**src/rtl/mux_rr_stream.sv**
```systemverilog
`default_nettype none
// ============================================================================
//  Module   : mux_rr_stream
//  Purpose  : N-channel valid/ready stream multiplexer with one registered
//             output stage. One input channel is selected each cycle by a
//             run-time selectable arbiter (round-robin or fixed priority) and
//             its word is captured into the output register.
//  Revision : 1.0 - initial release
// ----------------------------------------------------------------------------
//  Ports
//    clk        in   1             rising-edge clock
//    rst_n      in   1             asynchronous active-low reset
//    mode       in   1             0 = round-robin, 1 = fixed priority
//    in_data    in   NUM_CH*WIDTH  channel i at [i*WIDTH +: WIDTH]
//    in_valid   in   NUM_CH        per-channel valid
//    in_ready   out  NUM_CH        per-channel ready (combinational, one-hot)
//    out_data   out  WIDTH         registered data
//    out_valid  out  1             registered valid
//    out_ready  in   1             downstream ready
//    out_sel    out  SEL_W         registered source channel of out_data
// ============================================================================
module mux_rr_stream #(
  parameter  int WIDTH  = 8,
  parameter  int NUM_CH = 4,
  localparam int SEL_W  = (NUM_CH > 1) ? $clog2(NUM_CH) : 1
) (
  input  logic                    clk,
  input  logic                    rst_n,
  input  logic                    mode,
  input  logic [NUM_CH*WIDTH-1:0] in_data,
  input  logic [NUM_CH-1:0]       in_valid,
  output logic [NUM_CH-1:0]       in_ready,
  output logic [WIDTH-1:0]        out_data,
  output logic                    out_valid,
  input  logic                    out_ready,
  output logic [SEL_W-1:0]        out_sel
);

  localparam logic [SEL_W:0]   c_NUM_CH = (SEL_W+1)'(NUM_CH);
  localparam logic [SEL_W-1:0] c_LAST   = SEL_W'(NUM_CH - 1);

  logic [WIDTH-1:0]  r_out_data;
  logic              r_out_valid;
  logic [SEL_W-1:0]  r_out_sel;
  logic [SEL_W-1:0]  r_ptr;

  logic              w_load;
  logic              w_any;
  logic              w_xfer;
  logic              w_found;
  logic [SEL_W:0]    w_scan;
  logic [SEL_W-1:0]  w_gnt_idx;
  logic [NUM_CH-1:0] w_gnt_oh;
  logic [WIDTH-1:0]  w_ch_data [NUM_CH];

  // Split the flat input bus into per-channel words.
  for (genvar i = 0; i < NUM_CH; i++) begin : g_unpack
    assign w_ch_data[i] = in_data[i*WIDTH +: WIDTH];
  end

  // The register can take a word when empty or when it is drained this cycle.
  assign w_load = ~r_out_valid | out_ready;
  assign w_any  = |in_valid;
  assign w_xfer = w_load & w_any;

  // Arbiter: scan channels starting at ptr (round-robin) or at 0 (fixed
  // priority) and grant the first valid one. The scan index is one bit wider
  // than a channel index so ptr+k can be folded back into range.
  always_comb begin
    w_found   = 1'b0;
    w_gnt_idx = '0;
    w_scan    = '0;
    for (int k = 0; k < NUM_CH; k++) begin
      if (mode) begin
        w_scan = (SEL_W+1)'(k);
      end else begin
        w_scan = {1'b0, r_ptr} + (SEL_W+1)'(k);
        if (w_scan >= c_NUM_CH) begin
          w_scan = w_scan - c_NUM_CH;
        end
      end
      if (!w_found && in_valid[w_scan[SEL_W-1:0]]) begin
        w_found   = 1'b1;
        w_gnt_idx = w_scan[SEL_W-1:0];
      end
    end
  end

  always_comb begin
    w_gnt_oh = '0;
    for (int i = 0; i < NUM_CH; i++) begin
      w_gnt_oh[i] = w_found && (w_gnt_idx == SEL_W'(i));
    end
  end

  // Ready is forced low while reset is asserted so no handshake can complete
  // in a cycle whose state is being discarded.
  assign in_ready = (rst_n && w_xfer) ? w_gnt_oh : '0;

  always_ff @(posedge clk or negedge rst_n) begin
    if (!rst_n) begin
      r_out_data  <= '0;
      r_out_valid <= 1'b0;
      r_out_sel   <= '0;
      r_ptr       <= '0;
    end else if (w_load) begin
      r_out_valid <= w_any;
      if (w_any) begin
        r_out_data <= w_ch_data[w_gnt_idx];
        r_out_sel  <= w_gnt_idx;
        // Pointer moves past the winner only in round-robin mode.
        if (!mode) begin
          r_ptr <= (w_gnt_idx == c_LAST) ? '0 : w_gnt_idx + 1'b1;
        end
      end
    end
  end

  assign out_data  = r_out_data;
  assign out_valid = r_out_valid;
  assign out_sel   = r_out_sel;

endmodule
`default_nettype wire

```
**config.mk**
```make
export PLATFORM = sky130hd
export DESIGN_NAME = mux_rr_stream
export DESIGN_NICKNAME = d
export VERILOG_FILES = /design/src/rtl/mux_rr_stream.sv
export SDC_FILE = /design/constraint.sdc
export NUM_CORES = 1
export LEC_CHECK = 0
export BUFFER_PORTS_ARGS = -buffer_cell sky130_fd_sc_hd__buf_2
export CORE_UTILIZATION = 41
export CTS_CLUSTER_DIAMETER = 50
export DETAILED_ROUTE_END_ITERATION = 7
export PLACE_DENSITY = 0.79
export SLEW_MARGIN = 20
export SYNTH_ARGS = -nofsm -noshare
export SYNTH_HDL_FRONTEND = slang
export SYNTH_SLANG_ARGS = --single-unit
```
**constraint.sdc**
```tcl
create_clock -name clk -period 2.9 [get_ports clk]
set_clock_uncertainty 0.05 [all_clocks]
set_input_delay 0.145 -clock clk [delete_from_list [all_inputs] [get_ports clk]]
set_output_delay 0.145 -clock clk [all_outputs]
set_load 0.05 [all_outputs]
```
# Word level (Yosys, flattened, before mapping)
# Index checks and enable logic that the tools add are counted.
# word_totals
regBits	13
inputBits	40
word_cells	73
# classes
add_sub_neg	8
order_cmp	9
eq_ne	3
n_mux	29
n_bitwise	5
reduce_logical	15
# ops
op	n
$mux 2	13
$bmux 8 s2	1
$mux 8	2
$ge 3x3->1 const B	4
$lt 2x3->1 const B	4
$bmux 1 s2	4
$logic_and 1x1->1	8
$mux 1	8
$sub 2x1->2 const B	4
$add 2x2->3 const B	2
$eq 2x2->1 const B	2
$mux 4	1
$reduce_or 4->1	1
$add 2x1->3 const B	1
$ge 2x3->1 const B	1
$logic_not 1->1	3
$not 2->3	1
$reduce_and 3->1	1
$add 2x1->2 const B	1
$eq 2x1->1 const B	1
$logic_not 2->1	1
$not 1->1	2
$reduce_and 2->1	1
$and 1x1->1	1
$or 1x1->1	1

# Depth between registers and ports, before layout
# Gate-level depths: netlist of run 1.
# depth
word_depth	19
ltp_mapped	9
ltp_nobuf	7

# Least setup slack after synthesis of run 1
# No wires, ideal clock.
# synth_timing
path_kind	register to output
start	register r_ptr[0]
end	output in_ready[3]
t_arrival_ns	2.126
required_ns	2.705
slack_ns	0.579
path_stages_with_launch	8
n_path_buf	2
path_cell_list	dfrtp_1 > buf_4 > and3b_1 > and4bb_1 > a311oi_2 > buf_2 > ha_1 > and3_1
# synth_via
elab_chain_len	18
# synth_lines
element	line	rtl
start: declaration	45	logic [SEL_W-1:0] r_ptr;
start signal: assignment	113	r_ptr <= (w_gnt_idx == c_LAST) ? '0 : w_gnt_idx + 1'b1;
parallel branches: the longest is 14 deep, another holds $add 2x1->3	--	
$mux 2 (*)	82	if (!w_found && in_valid[w_scan[SEL_W-1:0]]) begin
named net w_gnt_idx[0]	52	logic [SEL_W-1:0] w_gnt_idx;
$eq 2x2->1 (*)	92	w_gnt_oh[i] = w_found && (w_gnt_idx == SEL_W'(i));
$logic_and 1x1->1 (*)	92	
$mux 4 (*)	98	assign in_ready = (rst_n && w_xfer) ? w_gnt_oh : '0;
end: declaration	32	output logic [NUM_CH-1:0] in_ready,
# Mark *: on every way through the listed nets, which the timed path passes. The select of a mux whose other input is x is not followed.

# Final worst setup path of run 1
# layout_timing
start	register r_ptr[0]
end	output in_ready[0]
# layout_via
elab_chain_len	18
# layout_lines
element	line
parallel branches: the longest is 16 deep, another holds $add 2x1->3	--
$logic_and 1x1->1 (*)	92
$mux 4 (*)	98
# Every way passes the cells marked *. The select of a mux whose other input is x is not followed.

==> impl_results.rst, run 1 <==
.. list-table::
   :header-rows: 1

   * - Metric
     - Value
   * - Cells taking the most area after synthesis
     - dfrtp_1 (25%), nand2_1 (5.7%), a2111oi_0 (4.7%)
   * - Die Y
     - 58.7 µm
   * - Share of synthesized registers carrying an async set or reset
     - 1.00
   * - Initial DRT Pass Iterations
     - 4
   * - Setup repair after global routing missed its margin
     - no
   * - Part of the Yosys area used for sequential elements
     - 0.247
   * - Overall power of the completed layout
     - 1.40 mW
   * - Top Ports
     - 55
   * - Post-route DRC
     - 0
   * - TritonCTS Buffers
     - 3
   * - Via count of the first global-routing pass
     - 1,224
   * - Tightest slew margin relative to the limit
     - 0.664
   * - Overall die area
     - 0.00344 mm²
   * - Multi-input gate area in the final layout
     - 862 µm²
   * - CTS Sinks
     - 13
   * - Type of the tightest min-delay check
     - input pin to register
   * - Cell type with the highest aggregate area in the netlist
     - dfrtp_1
   * - Post-layout util
     - 0.538
   * - Largest net degree at the start of global routing
     - 18
   * - Leading cell type in the layout, fill and taps excluded
     - buf_2
   * - Critical path startpoint category
     - register
   * - Initial Utilization
     - 0.432
   * - Worst Max-Slew Pin Slew
     - 491 ps
   * - # Post-CTS Setup Buffers
     - 0
   * - Hold Crit Start
     - in_data[30]
   * - Worst Setup Slack post-DPL
     - 337 ps
   * - Nature of the critical path endpoint
     - output port
   * - Critical path startpoint
     - r_ptr[0]
   * - Number of antenna violations at the first check in global routing
     - 0
   * - Routed wire length per instance
     - 13.3 µm
   * - Setup total negative slack
     - 0 ps
   * - Leading cell types in the layout, fill and taps excluded
     - buf_2 (54), nand2_1 (20), nor2_1 (14), inv_1 (11), dfrtp_1 (11)
   * - Filler cell count in the final layout
     - 307
   * - Cell Count Post-Placement
     - 247
   * - Count of input and output buffers
     - 54
   * - First-pass GRT wire length
     - 5540 µm
   * - Final period utilization
     - 0.945
   * - Maximum clock path buffer count
     - 2
   * - Worst reg2reg startpoint
     - r_ptr[0]
   * - Final setup viols
     - 0
   * - Area delta synth->final
     - 24.6%
   * - F_max
     - 365 MHz
   * - Number of placement rows
     - 20
   * - Final estimated routing congestion in global placement
     - 0.861
   * - Minimum clock period
     - 2740 ps
   * - Clock Latency Late Sink
     - 280 ps
   * - Total congestion overflow after global routing
     - 0
   * - Most common flop cell mapped by yosys
     - dfrtp_1
   * - Number of storage elements in the synthesis netlist
     - 13
   * - Via total after detailed routing
     - 1,333
   * - Antenna-violating nets left
     - 0
   * - Syn Nets
     - 199
   * - Total wirelength of the detailed-routed design
     - 3340 µm
   * - Die Span X
     - 58.7 µm
   * - Mean Syn Cell Area
     - 8.50 µm²
   * - Nets@finish
     - 253
   * - Post-synth cell types
     - 47
   * - Initial DRC count
     - 67
   * - Antenna diode count
     - 0
   * - Cell area after synthesis
     - 0.00132 mm²
   * - Area used by sequential logic in the layout
     - 328 µm²
   * - Number of hold violations in the final report
     - 0
   * - Number of enable flip-flop cells after synthesis
     - 0
   * - Final HPWL DP
     - 2610 µm
   * - Clk Tree Root Cell
     - clkbuf_4
   * - Number of max-cap violations
     - 0
   * - Area of all placed cells without fillers
     - 0.00164 mm²
   * - Final cell count without fillers
     - 252
   * - Arrival time worst endpoint
     - 2550 ps
   * - Leakage
     - 0.768 nW
   * - Synth warn
     - 0
   * - Synthesized netlist cell count
     - 155
   * - Std-Cell Core Area
     - 0.00305 mm²
   * - Count of H-tree levels built during CTS
     - 1
   * - Share of post-route cells with drive strength above 1
     - 0.389
   * - Area after DPL
     - 0.00160 mm²
   * - Area share of the leading cell type in the synthesized netlist
     - 0.247
   * - Areal power density over the cells
     - 851 mW/mm²
   * - Final Worst Setup Slack
     - 159 ps
   * - Global Route Usage Sum
     - 0.209
   * - Startpoint-to-endpoint class of the critical path
     - register to output port
   * - Vias per Instance
     - 5.29
   * - Top fanout value on the critical path
     - 15
   * - Worst hold margin
     - 60.8 ps
   * - TritonCTS clock tree
     - done
   * - Worst-case vdd ir drop
     - 0.000306 V
   * - Required time at the endpoint of the critical path
     - 2710 ps
   * - Clock-pin slew on the worst setup and hold paths
     - 90 ps
   * - Number of max-slew violations in the final report
     - 0
   * - Status
     - finished, final reports clean
cell families (layout without fill, tap and decap cells):
logic type	after synthesis	after routing	synth area share
simple gates	59	59	0.236
compound gates	51	51	0.344
buf+inv	24	77	0.104
flops	13	13	0.247
fa+ha+maj	4	4	0.0380
mux	3	3	0.0237
xor+xnor	1	1	0.00665
worst max-delay path, stage by stage (launching register included):
cell,delay [ps]
dfrtp_2,510
and2b_1,280
a32oi_2,310
a22oi_4,130
a21o_2,310
inv_2,170
ha_1,170
and3_1,130
buf_2,250
power breakdown:
| group | internal [mW] | switching, mW | leakage (nW) |
|---|---|---|---|
| clock network | 0.0534 | 0.0621 | 0.0150 |
| registers | 0.264 | 0.0841 | 0.144 |
| logic | 0.318 | 0.615 | 0.609 |
final cells by class:
cell class | count | share of cell area
timing repair buffer | 61 | 0.198
sequential | 13 | 0.200
multi-input combinational | 118 | 0.525
inverter | 12 | 0.0274
clock buffer | 4 | 0.0160
tap | 44 | 0.0335
worst paths after layout:
check / end / slack, ps / cells past startpoint
min: out_data[6] / 60 / 3
min in group asynchronous: out_data[0] / 240 / 2
min reg2reg: out_sel[1] / 430 / 2
max: in_ready[0] / 160 / 8
max reg2reg: out_data[5] / 400 / 7
max in group asynchronous: r_ptr[0] / 2280 / 2
Yosys cell counts (all sizes together) (2+ instances only):
cell,instances
a311oi,9
nand2b,2
nand2,20
nor3b,3
dfrtp,13
a21o,2
a211oi,8
a2111oi,8
buf,11
ha,4
and2,2
and2b,2
inv,12
and3,4
a21oi,7
nor3,2
nor2b,5
nor2,14
nand3,2
o21bai,2
o21ai,6
mux2i,2
flip-flops by register name, indices dropped and copies added (netlist names):
signal / count
out_valid: 1
out_sel: 2
out_data: 8
r_ptr: 2
what timing repair did:
item                                   CTS  global route
endpoints found under the hold margin   13             0
hold buffers                             1             0
resized for setup                        0             4
setup endpoints to repair                0             4
layer usage:
layer / track usage / vias up / wire (µm) / part of all wire
met5: 0 / - / 0 / 0
met4: 0.0578 / 0 / 51 / 0.015
met3: 0.0418 / 6 / 147 / 0.044
met2: 0.350 / 37 / 1640 / 0.49
met1: 0.276 / 613 / 1500 / 0.45
li1: - / 677 / - / -
(Power assumes the default switching activity.)
==> run 2: changes to the inputs <==
--- a/config.mk
+++ b/config.mk
@@ -9,6 +9,7 @@
 export CORE_UTILIZATION = 41
 export CTS_CLUSTER_DIAMETER = 50
 export DETAILED_ROUTE_END_ITERATION = 7
+export MAX_ROUTING_LAYER = met4
 export PLACE_DENSITY = 0.79
 export SLEW_MARGIN = 20
 export SYNTH_ARGS = -nofsm -noshare
==> run 2 against run 1 <==
Compared with the run above:
- final cell count stayed put
- worst hold slack about the same
- combinational power is essentially flat
- utilization unchanged
- maximum frequency fell by 0.21%
- critical path depth stayed put
- via count shrank 0.38%
- largest cell class unchanged
- largest power group unchanged
- highest routed layer unchanged
==> impl_results.rst, run 2 (synthesis results as in run 1) <==
.. list-table::
   :header-rows: 1

   * - Metric
     - Value
   * - Status
     - finished, final reports clean
   * - Worst Max-Slew Pin Slew
     - 499 ps
   * - TritonCTS Buffers
     - 3
   * - Total wirelength of the detailed-routed design
     - 3350 µm
   * - Tightest slew margin relative to the limit
     - 0.659
   * - Top cell family by delay on the critical path
     - compound AO/OA/AOI/OAI gates
   * - Critical path startpoint category
     - register
   * - Clock-pin slew on the worst setup and hold paths
     - 90 ps
   * - Area after DPL
     - 0.00160 mm²
   * - R2R Path End
     - out_data[1]
   * - Final cell count without fillers
     - 252
   * - Std-Cell Core Area
     - 0.00305 mm²
   * - Clock Latency Late Sink
     - 280 ps
   * - Final HPWL DP
     - 2610 µm
   * - Area delta synth->final
     - 24.6%
   * - Worst-case vdd ir drop
     - 0.000306 V
   * - Crit path largest cell delay
     - 510 ps
   * - Flip-flop count of the largest register, all copies and words added
     - 8
   * - Post-route DRC
     - 0
   * - Initial Utilization
     - 0.432
   * - Worst reg2reg startpoint
     - r_ptr[0]
   * - Leading cell type in the layout, fill and taps excluded
     - buf_2
   * - Final Worst Setup Slack
     - 154 ps
   * - Cell Count Post-Placement
     - 247
   * - Number of max-slew violations in the final report
     - 0
   * - Worst hold margin
     - 60.6 ps
   * - Required time at the endpoint of the critical path
     - 2710 ps
   * - Maximum clock path buffer count
     - 2
   * - Number of max-cap violations
     - 0
   * - Leakage
     - 0.768 nW
   * - TritonCTS clock tree
     - done
   * - Type of the tightest min-delay check
     - input pin to register
   * - F_max
     - 364 MHz
   * - Critical Path, Cell by Cell
     - and2b_1 > a32oi_2 > a22oi_4 > a21o_2 > inv_2 > ha_1 > and3_1 > buf_2
   * - Count of H-tree levels built during CTS
     - 1
   * - Areal power density over the cells
     - 852 mW/mm²
   * - Die Span X
     - 58.7 µm
   * - Setup total negative slack
     - 0 ps
   * - Overall die area
     - 0.00344 mm²
   * - Total congestion overflow after global routing
     - 0
   * - Worst Setup Slack post-DPL
     - 337 ps
   * - Arrival time worst endpoint
     - 2550 ps
   * - Hold Crit Start
     - in_data[30]
   * - Global Route Usage Sum
     - 0.216
   * - Min-Delay Endpoint
     - out_data[6]
   * - Setup slack, reg-to-reg
     - 360 ps
   * - Via count of the first global-routing pass
     - 1,221
   * - Setup repair after global routing missed its margin
     - no
   * - Final period utilization
     - 0.947
   * - Initial DRT Pass Iterations
     - 4
   * - Antenna diode count
     - 0
   * - Slowest CP cell
     - dfrtp_2
   * - CTS Sinks
     - 13
   * - Number of cells on the worst reg-to-reg path
     - 7
   * - Nature of the critical path endpoint
     - output port
   * - Vias per Instance
     - 5.27
   * - Crit path buffers/inverters
     - 2
   * - Initial DRC count
     - 64
   * - Final estimated routing congestion in global placement
     - 0.875
   * - Minimum clock period
     - 2750 ps
   * - Die Y
     - 58.7 µm
   * - WHS Path Cells
     - 3
   * - Clk Tree Root Cell
     - clkbuf_4
   * - Share of post-route cells with drive strength above 1
     - 0.389
   * - Number of placement rows
     - 20
   * - Leading cell types in the layout, fill and taps excluded
     - buf_2 (54), nand2_1 (20), nor2_1 (14), inv_1 (11), dfrtp_1 (11)
   * - # Post-CTS Setup Buffers
     - 0
   * - Final setup viols
     - 0
   * - First-pass GRT wire length
     - 5550 µm
   * - Routed wire length per instance
     - 13.3 µm
   * - Critical path startpoint
     - r_ptr[0]
   * - Startpoint-to-endpoint class of the critical path
     - register to output port
   * - Via total after detailed routing
     - 1,328
   * - Filler cell count in the final layout
     - 307
   * - Largest net degree at the start of global routing
     - 18
   * - Number of hold violations in the final report
     - 0
   * - Top Ports
     - 55
   * - Antenna-violating nets left
     - 0
   * - Area of all placed cells without fillers
     - 0.00164 mm²
   * - Count of input and output buffers
     - 54
   * - Number of antenna violations at the first check in global routing
     - 0
   * - Top fanout value on the critical path
     - 15
   * - Nets@finish
     - 253
## run 2: repair_timing
| item | in CTS | in global routing |
|---|---|---|
| hold buffers | 1 | 0 |
| gates resized for setup | 0 | 4 |
| endpoints found under the hold margin | 13 | 0 |
| endpoints found under the setup margin | 0 | 4 |
## run 2: area by class of cell
| cell class | instances | area, µm² | area share |
|---|---|---|---|
| Multi-Input combinational cell | 118 | 862 | 0.525 |
| Sequential cell | 13 | 328 | 0.200 |
| Timing Repair Buffer | 61 | 325 | 0.198 |
| Clock buffer | 4 | 26.3 | 0.0160 |
| Tap cell | 44 | 55.1 | 0.0335 |
| Inverter | 12 | 45.0 | 0.0274 |
## run 2: worst register-to-register path, stage by stage, from the launching register on
cell and delay, ps:
dfrtp_2 510, and2b_1 280, a32oi_2 310, a22oi_4 130, a21o_2 310, buf_4 200, a2111oi_0 520, a311oi_1 80
## run 2: power breakdown
part | internal, mW | leakage (nW) | switching [mW]
Sequential | 0.264 | 0.144 | 0.0845
Clock | 0.0534 | 0.0150 | 0.0619
Combinational | 0.318 | 0.609 | 0.616
Total | 0.636 | 0.768 | 0.763
## run 2: worst max-delay path by stage
stage             endpoint  slack [ps]  cells past startpoint
4_1_cts        in_ready[0]           1                      8
6_report       in_ready[0]         150                      8
2_1_floorplan  in_ready[3]         580                      7
5_1_grt        in_ready[0]          40                      8
3_5_place_dp   out_data[5]         340                      7
3_3_place_gp   in_ready[2]         390                      9
## run 2: per-layer routing
layer	vias up	wire, µm	track usage
li1	678	-	-
met1	612	1530	0.276
met2	32	1640	0.350
met3	6	133	0.0418
met4	0	47	0.0578
met5	-	0	-
## run 2: metrics by stage
step,utilization,power [mW]
floorplan,-,1.10
global placement,0.523,1.26
detailed placement,0.523,1.28
CTS,0.534,1.40
global route,0.538,1.50
finish,0.538,1.40
